[config.mk]
export PLATFORM = sky130hd
export DESIGN_NAME = mem_stage_lsu
export DESIGN_NICKNAME = d
export VERILOG_FILES = /design/src/rtl/mem_stage_lsu.sv
export SDC_FILE = /design/constraint.sdc
export NUM_CORES = 1
export LEC_CHECK = 0
export BUFFER_PORTS_ARGS = -buffer_cell sky130_fd_sc_hd__clkbuf_2
export CAP_MARGIN = 40
export CORE_MARGIN = 2
export CORE_UTILIZATION = 49
export CTS_CLUSTER_DIAMETER = 120
export CTS_CLUSTER_SIZE = 14
export DETAILED_ROUTE_END_ITERATION = 8
export PLACE_DENSITY = 0.85
export REMOVE_ABC_BUFFERS = 1
export SKIP_LAST_GASP = 1
export SYNTH_ARGS = -nofsm -noshare
export SYNTH_HDL_FRONTEND = slang
export SYNTH_SLANG_ARGS = --single-unit
[constraint.sdc]
create_clock -name sys_clk -period 5.6 [get_ports sys_clk]
set_clock_uncertainty 0.2 [all_clocks]
set_input_delay 0.28 -clock sys_clk [delete_from_list [all_inputs] [get_ports sys_clk]]
set_output_delay 0.28 -clock sys_clk [all_outputs]
set_load 0.01 [all_outputs]
[src/rtl/mem_stage_lsu.sv]
// mem_stage_lsu: RV32I memory stage with EX/MEM and MEM/WB registers and a req/ack load/store unit
module mem_stage_lsu #(
  parameter int TIMEOUT = 255
) (
  input  logic        sys_clk,
  input  logic        sys_arstn,
  input  logic [4:0]  ex_Rd_i,
  input  logic [14:0] mem_ctrl_i,
  input  logic [1:0]  wb_ctrl_i,
  input  logic [31:0] result_i,
  input  logic [31:0] reg2_r_data_i,
  output logic [4:0]  mem_Rd_o,
  output logic [1:0]  mem_wb_ctrl_o,
  output logic [31:0] mem_data_o,
  output logic [4:0]  wb_Rd_o,
  output logic [1:0]  wb_ctrl_o,
  output logic [31:0] wb_data_o,
  output logic        dbus_req_o,
  output logic        dbus_we_o,
  output logic [31:0] dbus_addr_o,
  output logic [3:0]  dbus_be_o,
  output logic [31:0] dbus_wdata_o,
  input  logic [31:0] dbus_rdata_i,
  input  logic        dbus_ack_i,
  output logic        hold_o,
  output logic        misalign_o,
  output logic        bus_err_o
);
  localparam logic [0:0] IDLE = 1'b0;
  localparam logic [0:0] ACCESS = 1'b1;
  logic [0:0] state;
  logic [7:0] cnt;
  logic [2:0] ex_f3;
  logic ex_rd_en, ex_wr_en;
  logic [31:0] ex_sd;
  logic busy, ack, tmo, in_go, ex_bad;
  logic [1:0] a;
  logic [3:0] be;
  logic [31:0] wdata, lane, ld;
  logic unused;

  function automatic logic bad_op(input logic [2:0] f, input logic [1:0] al);
    return f == 3'b011 || f[2:1] == 2'b11 || (f[1:0] == 2'b01 && al[0]) || (f[1:0] == 2'b10 && al != 2'b00);
  endfunction

  assign unused = ^{mem_ctrl_i[14:6], mem_ctrl_i[3]};
  assign a = mem_data_o[1:0];
  assign busy = state == ACCESS;
  assign ack = busy & dbus_ack_i;
  assign tmo = busy & ~dbus_ack_i & (cnt == 8'(TIMEOUT - 1));
  assign hold_o = busy & ~dbus_ack_i & ~tmo;
  assign bus_err_o = tmo;
  assign in_go = (mem_ctrl_i[4] | mem_ctrl_i[5]) & ~bad_op(mem_ctrl_i[2:0], result_i[1:0]);
  assign ex_bad = (ex_rd_en | ex_wr_en) & bad_op(ex_f3, a);
  assign misalign_o = ~busy & ex_bad;
  assign be = ex_f3[1] ? 4'b1111 : ex_f3[0] ? (a[1] ? 4'b1100 : 4'b0011) : 4'b0001 << a;
  assign wdata = ex_f3[1] ? ex_sd : ex_f3[0] ? {2{ex_sd[15:0]}} : {4{ex_sd[7:0]}};
  assign lane = dbus_rdata_i >> {a, 3'b000};
  assign ld = ex_f3[1] ? dbus_rdata_i :
              ex_f3[0] ? {{16{~ex_f3[2] & lane[15]}}, lane[15:0]} :
                         {{24{~ex_f3[2] & lane[7]}}, lane[7:0]};
  assign dbus_req_o = busy;
  assign dbus_we_o = busy & ex_wr_en;
  assign dbus_addr_o = busy ? {mem_data_o[31:2], 2'b00} : 32'd0;
  assign dbus_be_o = busy ? be : 4'd0;
  assign dbus_wdata_o = busy ? wdata : 32'd0;

  // EX/MEM register: captures the execute stage whenever the pipeline is not held
  always_ff @(posedge sys_clk) begin
    if (!sys_arstn) begin
      mem_Rd_o <= '0;
      mem_wb_ctrl_o <= '0;
      mem_data_o <= '0;
      ex_f3 <= '0;
      ex_rd_en <= 1'b0;
      ex_wr_en <= 1'b0;
      ex_sd <= '0;
    end else if (!hold_o) begin
      mem_Rd_o <= ex_Rd_i;
      mem_wb_ctrl_o <= wb_ctrl_i;
      mem_data_o <= result_i;
      ex_f3 <= mem_ctrl_i[2:0];
      ex_rd_en <= mem_ctrl_i[4];
      ex_wr_en <= mem_ctrl_i[5];
      ex_sd <= reg2_r_data_i;
    end
  end

  // Access FSM: a new access starts whenever an aligned memory op is captured, so back-to-back ops need no bubble
  always_ff @(posedge sys_clk) begin
    if (!sys_arstn) begin
      state <= IDLE;
      cnt <= '0;
    end else begin
      state <= hold_o ? state : (in_go ? ACCESS : IDLE);
      cnt <= hold_o ? cnt + 8'd1 : 8'd0;
    end
  end

  // MEM/WB register: completed ops write back, aborted ops lose their write enable, stalls insert bubbles
  always_ff @(posedge sys_clk) begin
    if (!sys_arstn) begin
      wb_Rd_o <= '0;
      wb_ctrl_o <= '0;
      wb_data_o <= '0;
    end else if (hold_o) begin
      wb_Rd_o <= '0;
      wb_ctrl_o <= '0;
      wb_data_o <= '0;
    end else begin
      wb_Rd_o <= mem_Rd_o;
      wb_ctrl_o <= (ex_bad | tmo) ? 2'b00 : mem_wb_ctrl_o;
      wb_data_o <= (ack & mem_wb_ctrl_o[0]) ? ld : mem_data_o;
    end
  end
endmodule

==> reports/results.txt, run 1 <==
Counting the fill cells in the layout gives 651. Adding up every negative setup slack in the final design gives 0 ns. Dividing the detail-routed via count by the number of cells gives 5.72.

By area the synthesized netlist is led by sky130_fd_sc_hd__dfxtp_1, sky130_fd_sc_hd__a22o_1, sky130_fd_sc_hd__and2_1. STA classifies the critical path endpoint as an output port. TritonCTS created 17 clock buffers. For the worst setup path, the data arrival time is 2.59 ns. The initial DRC count was 423; the number of input and output port buffers inserted was 259. The final-report setup violation count is 0. Of all cell types, the one taking the most synthesized area is sky130_fd_sc_hd__dfxtp_1. The path class of the tightest hold or removal check is primary input to register.

The run gives 0 as the number of routed nets with antenna violations. The floorplan step defined a core boundary enclosing 10800 sq um. The worst relative slew slack was 39.3%. The overall routing resource usage came out at 32.7%.

The share of the Yosys chip area taken by registers is 45.8%. The first global-routing pass estimated 29800 microns of wire. The clock network latency to the later pin of the worst-skew pair is 0.51 ns, and the number of hold-slack violations in the final timing report is 0. The number of placed instances, taps included, is 934. For this run, design rule violations remaining after detail routing come to 0. The category of the most critical setup path is register to output port. Detailed-router iteration count before antenna repair: 5. For this run, the leading register cell type out of synthesis is sky130_fd_sc_hd__dfxtp_1. The tools report the final-report max-slew violation count as 0. CTS placed an instance of sky130_fd_sc_hd__clkbuf_8 at the clock tree root. Dividing total power by cell area gives a power density of 295 nW/um^2. Data on the critical path is required at its endpoint by 5.12 ns. The logs give 0 for the remaining global-route overflow and 0 for the number of antenna cells inserted. The count of cells in the finished layout, fillers not included, comes to 1075. Of the available clock period, the critical path in the final layout requires 54.7%.

The area growth from synthesis to layout is 55.8%. Setup repair after global routing left no endpoint under its margin. Number of antenna violations at the first check in global routing: 0. The post-route minimum period was 3.07 ns.

The signal on the critical path passes through buf_4 -> nor2_1 -> nand2_1 -> a21boi_0 -> clkbuf_2. The share of the synthesized area in the top cell type came out at 45.8%. The top cell types in the final layout, fill and taps aside, are sky130_fd_sc_hd__clkbuf_2, sky130_fd_sc_hd__dfxtp_1, sky130_fd_sc_hd__dlygate4sd3_1. For this run, asynchronously set or reset flops after synthesis account for 0%. Entering global routing, the biggest net connects 79 pins. In this run the worst path has a maximum fanout of 33.

Once detailed placement completed, the half-perimeter wirelength came to 11400 microns. The tools report the number of sinks driven by the clock tree as 124. The routed length per instance was 18.5 microns; the via total after detailed routing was 6154. Timing would allow up to 0.326 GHz. In this run, synthesis produced a sequential element count of 124. The warning count from the yosys run was 0. In this run the cell area of the synthesized design comes to 5430 sq um.

The starting utilization of the core area was 50.0%. The average footprint of a synthesized cell is 9.39 sq um. The run finished with clean final reports.

The tools report the startpoint class of the critical path as a register. The number of instances in the synthesized netlist was 578; the number of gates given a new drive strength after cts was 0. The tools report the number of different library cells in the post-synthesis netlist as 44.

The cell with the largest stage delay on the worst path is sky130_fd_sc_hd__nor2_1. The most common cell after layout, fill and taps aside is sky130_fd_sc_hd__clkbuf_2. The logs give 19900 microns for the total length of routed wires and 1045 for the number of nets at the end of the flow.

The fraction of layout instances using a drive strength above 1 is 34.3%, and the height of the die is 109 microns. The floorplan has 38 rows. Pin placement for this block handled 272 I/O pins.

The number of max-capacitance violations reported is 0, and the maximum ir drop on the vdd rail is 189 uV. The weighted congestion at the end of routability-driven global placement was 0.854; the critical path's largest stage delay was 0.58 ns. TritonCTS built the clock tree. At the pin with the least slew margin, the transition time is 0.908 ns. For the total number of H-tree levels, the log shows 4. The overall die width works out to 109 microns.

In this run, synthesis inferred 0 flip-flops with an integrated enable. The clock transition at the registers of the reported paths is 0.06 ns, and the clock tree buffer depth is 2. The tools report the full die area as 11900 sq um. The run gives 6008 as the number of global-route vias before repair. For this design the static power due to leakage is 3.99 nW.
## area by class of cell
type	count	area, sq um	share of cell area [%]
Clock inverter	14	170	2.01
Inverter	4	15.0	0.178
Timing Repair Buffer	377	2500	29.6
Tap cell	140	175	2.07
Sequential cell	124	2480	29.4
Multi-Input combinational cell	398	2680	31.7
Clock buffer	18	428	5.06
## power by group
group / switching [W] / internal, W
registers: 0.0000500 / 0.000936
logic: 0.000200 / 0.000198
clock network: 0.000417 / 0.000690
total: 0.000667 / 0.00182
## registers in the layout (all words and copies together) (netlist names)
signal / count
mem_data_o: 32
cnt: 8
wb_Rd_o: 5
ex_wr_en: 1
mem_Rd_o: 5
ex_f3: 3
dbus_req_o: 1
ex_rd_en: 1
wb_ctrl_o: 2
mem_wb_ctrl_o: 2
ex_sd: 32
wb_data_o: 32
## cells in the mapped netlist (9+ instances only)
library cell,n
sky130_fd_sc_hd__a21oi_1,44
sky130_fd_sc_hd__mux2i_1,24
sky130_fd_sc_hd__dfxtp_1,124
sky130_fd_sc_hd__buf_2,21
sky130_fd_sc_hd__a22o_1,73
sky130_fd_sc_hd__clkbuf_1,23
sky130_fd_sc_hd__o211a_1,9
sky130_fd_sc_hd__and2_1,47
sky130_fd_sc_hd__nor2b_1,10
sky130_fd_sc_hd__nand2_1,49
sky130_fd_sc_hd__a21boi_0,9
sky130_fd_sc_hd__nor2_1,28
sky130_fd_sc_hd__a21oi_2,10
sky130_fd_sc_hd__o21ai_0,37
## worst max-delay path: cells and delay by family (launching register included)
kind	cells	cell delay (ns)
AOI/OAI and AO/OA	1	0.31
buffers and inverters	2	0.55
DFF	1	0.49
and+or+nand+nor	2	0.71
## cells by family after synthesis
| group | synth area share, % |
|---|---|
| and+or+nand+nor | 14.3 |
| AOI/OAI and AO/OA | 28.4 |
| xor gates and xnor gates | 0.969 |
| other | 0.0691 |
| adders and majority gates | 0.461 |
| DFF | 45.8 |
| muxes | 4.84 |
| buffers and inverters | 5.14 |
## routing by layer
layer	vias up	wire length [microns]	share of wire (%)	global-route usage (%)
met1	2846	7120	36	35.1
li1	2764	-	-	-
met3	100	1910	9.6	9.15
met2	444	10000	50	56.2
met5	-	0	0	0
met4	0	918	4.6	21.2
## worst paths after layout
path                                 start                to  slack (ns)  cells past startpoint
worst max-delay path              ex_f3[1]  dbus_wdata_o[10]        2.53                      5
worst min-delay path            dbus_ack_i        dbus_req_o        0.23                      4
worst max register to register  dbus_req_o          ex_rd_en        2.62                      5
worst min register to register   ex_sd[31]         ex_sd[31]        0.29                      1
## stage by stage
stage	setup WS, ns	hold WS, ns	utilization, %	area (sq um)	power (W)
floorplan	0.244	0.189	-	5160	0.00117
global placement	2.45	0.255	61.7	6690	0.00130
detailed placement	2.83	0.265	62.4	6760	0.00132
CTS	2.52	0.145	78.0	8450	0.00248
global route	2.38	0.226	78.0	8450	0.00258
finish	2.53	0.232	78.0	8450	0.00249
## timing repair
item | in CTS | in global routing
hold buffers | 109 | 0
setup buffers | 0 | 0
endpoints found under the hold margin | 109 | 0
No activity file was read; power rests on OpenSTA's default activity.
==> run 2, diff against run 1 <==
--- a/config.mk
+++ b/config.mk
@@ -8,11 +8,11 @@
 export BUFFER_PORTS_ARGS = -buffer_cell sky130_fd_sc_hd__clkbuf_2
 export CAP_MARGIN = 40
 export CORE_MARGIN = 2
-export CORE_UTILIZATION = 49
+export CORE_UTILIZATION = 46
 export CTS_CLUSTER_DIAMETER = 120
 export CTS_CLUSTER_SIZE = 14
 export DETAILED_ROUTE_END_ITERATION = 8
-export PLACE_DENSITY = 0.85
+export PLACE_DENSITY = 0.8
 export REMOVE_ABC_BUFFERS = 1
 export SKIP_LAST_GASP = 1
 export SYNTH_ARGS = -nofsm -noshare
==> constraint.sdc (replaced) <==
create_clock -name sys_clk -period 2.9 [get_ports sys_clk]
set_clock_uncertainty 0.2 [all_clocks]
set_input_delay 0.145 -clock sys_clk [delete_from_list [all_inputs] [get_ports sys_clk]]
set_output_delay 0.145 -clock sys_clk [all_outputs]
set_load 0.01 [all_outputs]
==> run 2 against run 1 <==
Against the previous run: cell count grew 0.47%; clock-buffer cell count rose by 4; via count is 0.44% lower; clock power grew 75%; utilization decreased by 4.5 points; largest cell class unchanged; largest power group unchanged; highest routed layer is now met5.
==> reports/results.txt, run 2 (synthesized netlist as in run 1, its figures left out) <==
For the number of routed nets with antenna violations, the log shows 0 (unchanged). Total number of H-tree levels: 4 (unchanged). The arrival time of the worst setup path was 2.33 ns (-0.26 ns). Derived from the worst setup path, the maximum achievable clock frequency is 0.374 GHz.

The tools report the root buffer selected by CTS as sky130_fd_sc_hd__clkbuf_16. Power density relative to cell area: 548 nW/um^2 (+86%). The weighted congestion at the end of routability-driven global placement was 0.801 (-6.2%); the detailed-router iteration count before antenna repair was 5 (unchanged).

Via total after detailed routing: 6127 (-0.44%). Of the available clock period, the critical path in the final layout requires 92.2%. Clock network latency to the later pin of the worst-skew pair: 0.41 ns (-0.10 ns).

The largest registers in the layout are ex_sd (32), mem_data_o (32), wb_data_o (32). The area used by multi-input combinational logic is 2680 sq um (unchanged). Traced cell by cell, the critical path runs through inv_1 -> nand2_1 -> o211a_1 -> clkbuf_2. The worst setup path is captured at an output port.

The critical path's largest stage delay came out at 0.76 ns (+0.18 ns). The number of nets at the end of the flow was 1047 (+0.19%); the overall die width was 113 microns (+3.1%). The number of antenna cells inserted is 0 (unchanged).

The worst endpoint required time is 2.56 ns (-2.56 ns), and the maximum number of pins on one net before global-route repair is 74 (-6.3%). The DRC violation count after routing was 0 (unchanged). The top cell types in the final layout, fill and taps aside, are sky130_fd_sc_hd__clkbuf_2, sky130_fd_sc_hd__dfxtp_1, sky130_fd_sc_hd__dlygate4sd3_1. The tools report the number of rows created at floorplan as 39 (+2.6%). The remaining global-route overflow came out at 0 (unchanged). Starting utilization of the core area: 47.3% (-2.7 points). The final core utilization is 73.4% (-4.5 points). After layout, the minimum clock period comes to 2.67 ns. The tools report the overall routing resource usage as 32.2% (-0.50 points). The height of the die was 113 microns (+3.1%). The final-report max-slew violation count is 0 (unchanged), and the maximum ir drop on the vdd rail is 434 uV (+130%). The logs give 6314 (+5.1%) for the number of global-route vias before repair and 1 (+1) for the number of antenna violations at the first check in global routing.

TritonCTS built the clock tree. The run gives 12700 sq um (+6.3%) as the full die area. For this design, the slowest cell found on the critical path is sky130_fd_sc_hd__dfxtp_2.

Detailed placement HPWL: 11600 microns (+2.1%). The flow ran to the end, and the final reports show no timing, DRC or antenna violations. The leakage dissipation is 3.97 nW (-0.35%), and the combined buffer and inverter count along the critical path is 2 (unchanged).

The fraction of layout instances using a drive strength above 1 was 34.4% (about the same); the number of buffers created by CTS was 17 (unchanged). For the worst-case hold slack, the log shows 0.128 ns (-0.103 ns). The startpoint class of the critical path is a register. The min-delay analysis places its worst path in the category primary input to register. The tools report the final-report setup violation count as 0 (unchanged). On the critical path the largest part of the delay comes from flip-flops.

The number of inserted filler cells in the final layout was 752 (+16%); the initial DRC count was 503 (+19%). Clock transition at the registers of the reported paths: 0.06 ns (about the same). The number of input and output port buffers inserted was 259 (unchanged). The area inside the core boundary was 11500 sq um (+5.8%); the transition at the pin with the smallest max-transition slack was 0.730 ns (-0.178 ns). The routed length per instance was 19.0 microns (+2.5%). Setup repair after global routing left no endpoint under its margin.

Number of hold-slack violations in the final timing report: 0 (unchanged). The least setup slack across all paths after layout was 0.227 ns (-2.31 ns); the boundary pin count was 272 (unchanged). The library cell used most frequently in the layout, excluding fill and tap cells, is sky130_fd_sc_hd__clkbuf_2.

The number of vias per cell after detailed routing works out to 5.67 (-0.90%). The clock tree buffer depth was 2 (unchanged). The placed cell area is 6780 sq um (+0.24%), and the number of sinks driven by the clock tree is 124 (unchanged).

The tools report the final design area excluding fillers as 8420 sq um (-0.37%). The area growth from synthesis to layout is 55.2%. The run gives 20500 microns (+3.0%) as the total length of routed wires. For the sequential cell area, the log shows 2480 sq um (unchanged). The critical path is of the register to output port type. The number of max-capacitance violations reported is 0 (unchanged). The tools report the worst setup slack before clock tree synthesis as 0.569 ns (-2.26 ns).

Worst relative slew slack: 51.2% (+12 points). The run gives 32400 microns (+8.4%) as the global-route wire length before repair. The largest fanout on the critical path was 27 (-18%). The tools report the post-route setup TNS as 0 ns (unchanged).

The run gives 0 (unchanged) as the number of gates given a new drive strength after cts.
run 2: cell count changes in the layout (fill, tap and decap cells not counted), sizes merged:
cell      previous run  this run
clkinvlp             4         5
buf                  9        11
clkbuf             277       281
bufinv               3         0
inv                  5         4
clkinv               6         5
run 2: layer usage:
metal	vias to the layer above	global-route usage (%)	wire, microns
met5	-	0	42
met4	2	17.2	777
met3	74	8.26	1670
met2	388	57.7	10500
met1	2908	34.7	7510
li1	2755	-	-
run 2: report_power, final:
group	switching (W)	total, W	internal, W	leakage, nW
clock network	0.000761	0.00194	0.00118	0.260
logic	0.000393	0.000777	0.000383	2.69
registers	0.0000968	0.00191	0.00181	1.03
total	0.00125	0.00462	0.00337	3.97
run 2: per-stage QoR:
stage               std cells  total power, W
finish                   1080         0.00462
CTS                      1080         0.00459
detailed placement        939         0.00256
floorplan                 526         0.00225
global placement          938         0.00253
global route             1080         0.00478
run 2: worst min-delay path: cells and delay by family:
family / cells / cell delay [ns]
AOI/OAI and AO/OA: 1 / 0.05
buffers and inverters: 2 / 0.31
and+or+nand+nor: 2 / 0.17
run 2: final cells by class:
cell class	instances	share of cell area [%]
clock buffer	22	5.75
clock inverter	10	0.788
inverter	4	0.178
multi-input combinational	398	31.8
sequential	124	29.5
tap	143	2.12
timing repair buffer	379	29.9
run 2: timing repair:
action                                 CTS  global route
buffers inserted                         0             0
endpoints found under the hold margin  109             0
hold buffers                           109             0
run 2: final timing paths:
path | cells past startpoint | slack [ns] | startpoint | endpoint
min reg2reg | 1 | 0.28 | ex_rd_en | ex_rd_en
max | 4 | 0.23 | ex_f3[1] | dbus_wdata_o[28]
min | 5 | 0.13 | dbus_ack_i | wb_data_o[6]
max reg2reg | 5 | 0.52 | mem_data_o[0] | wb_data_o[18]
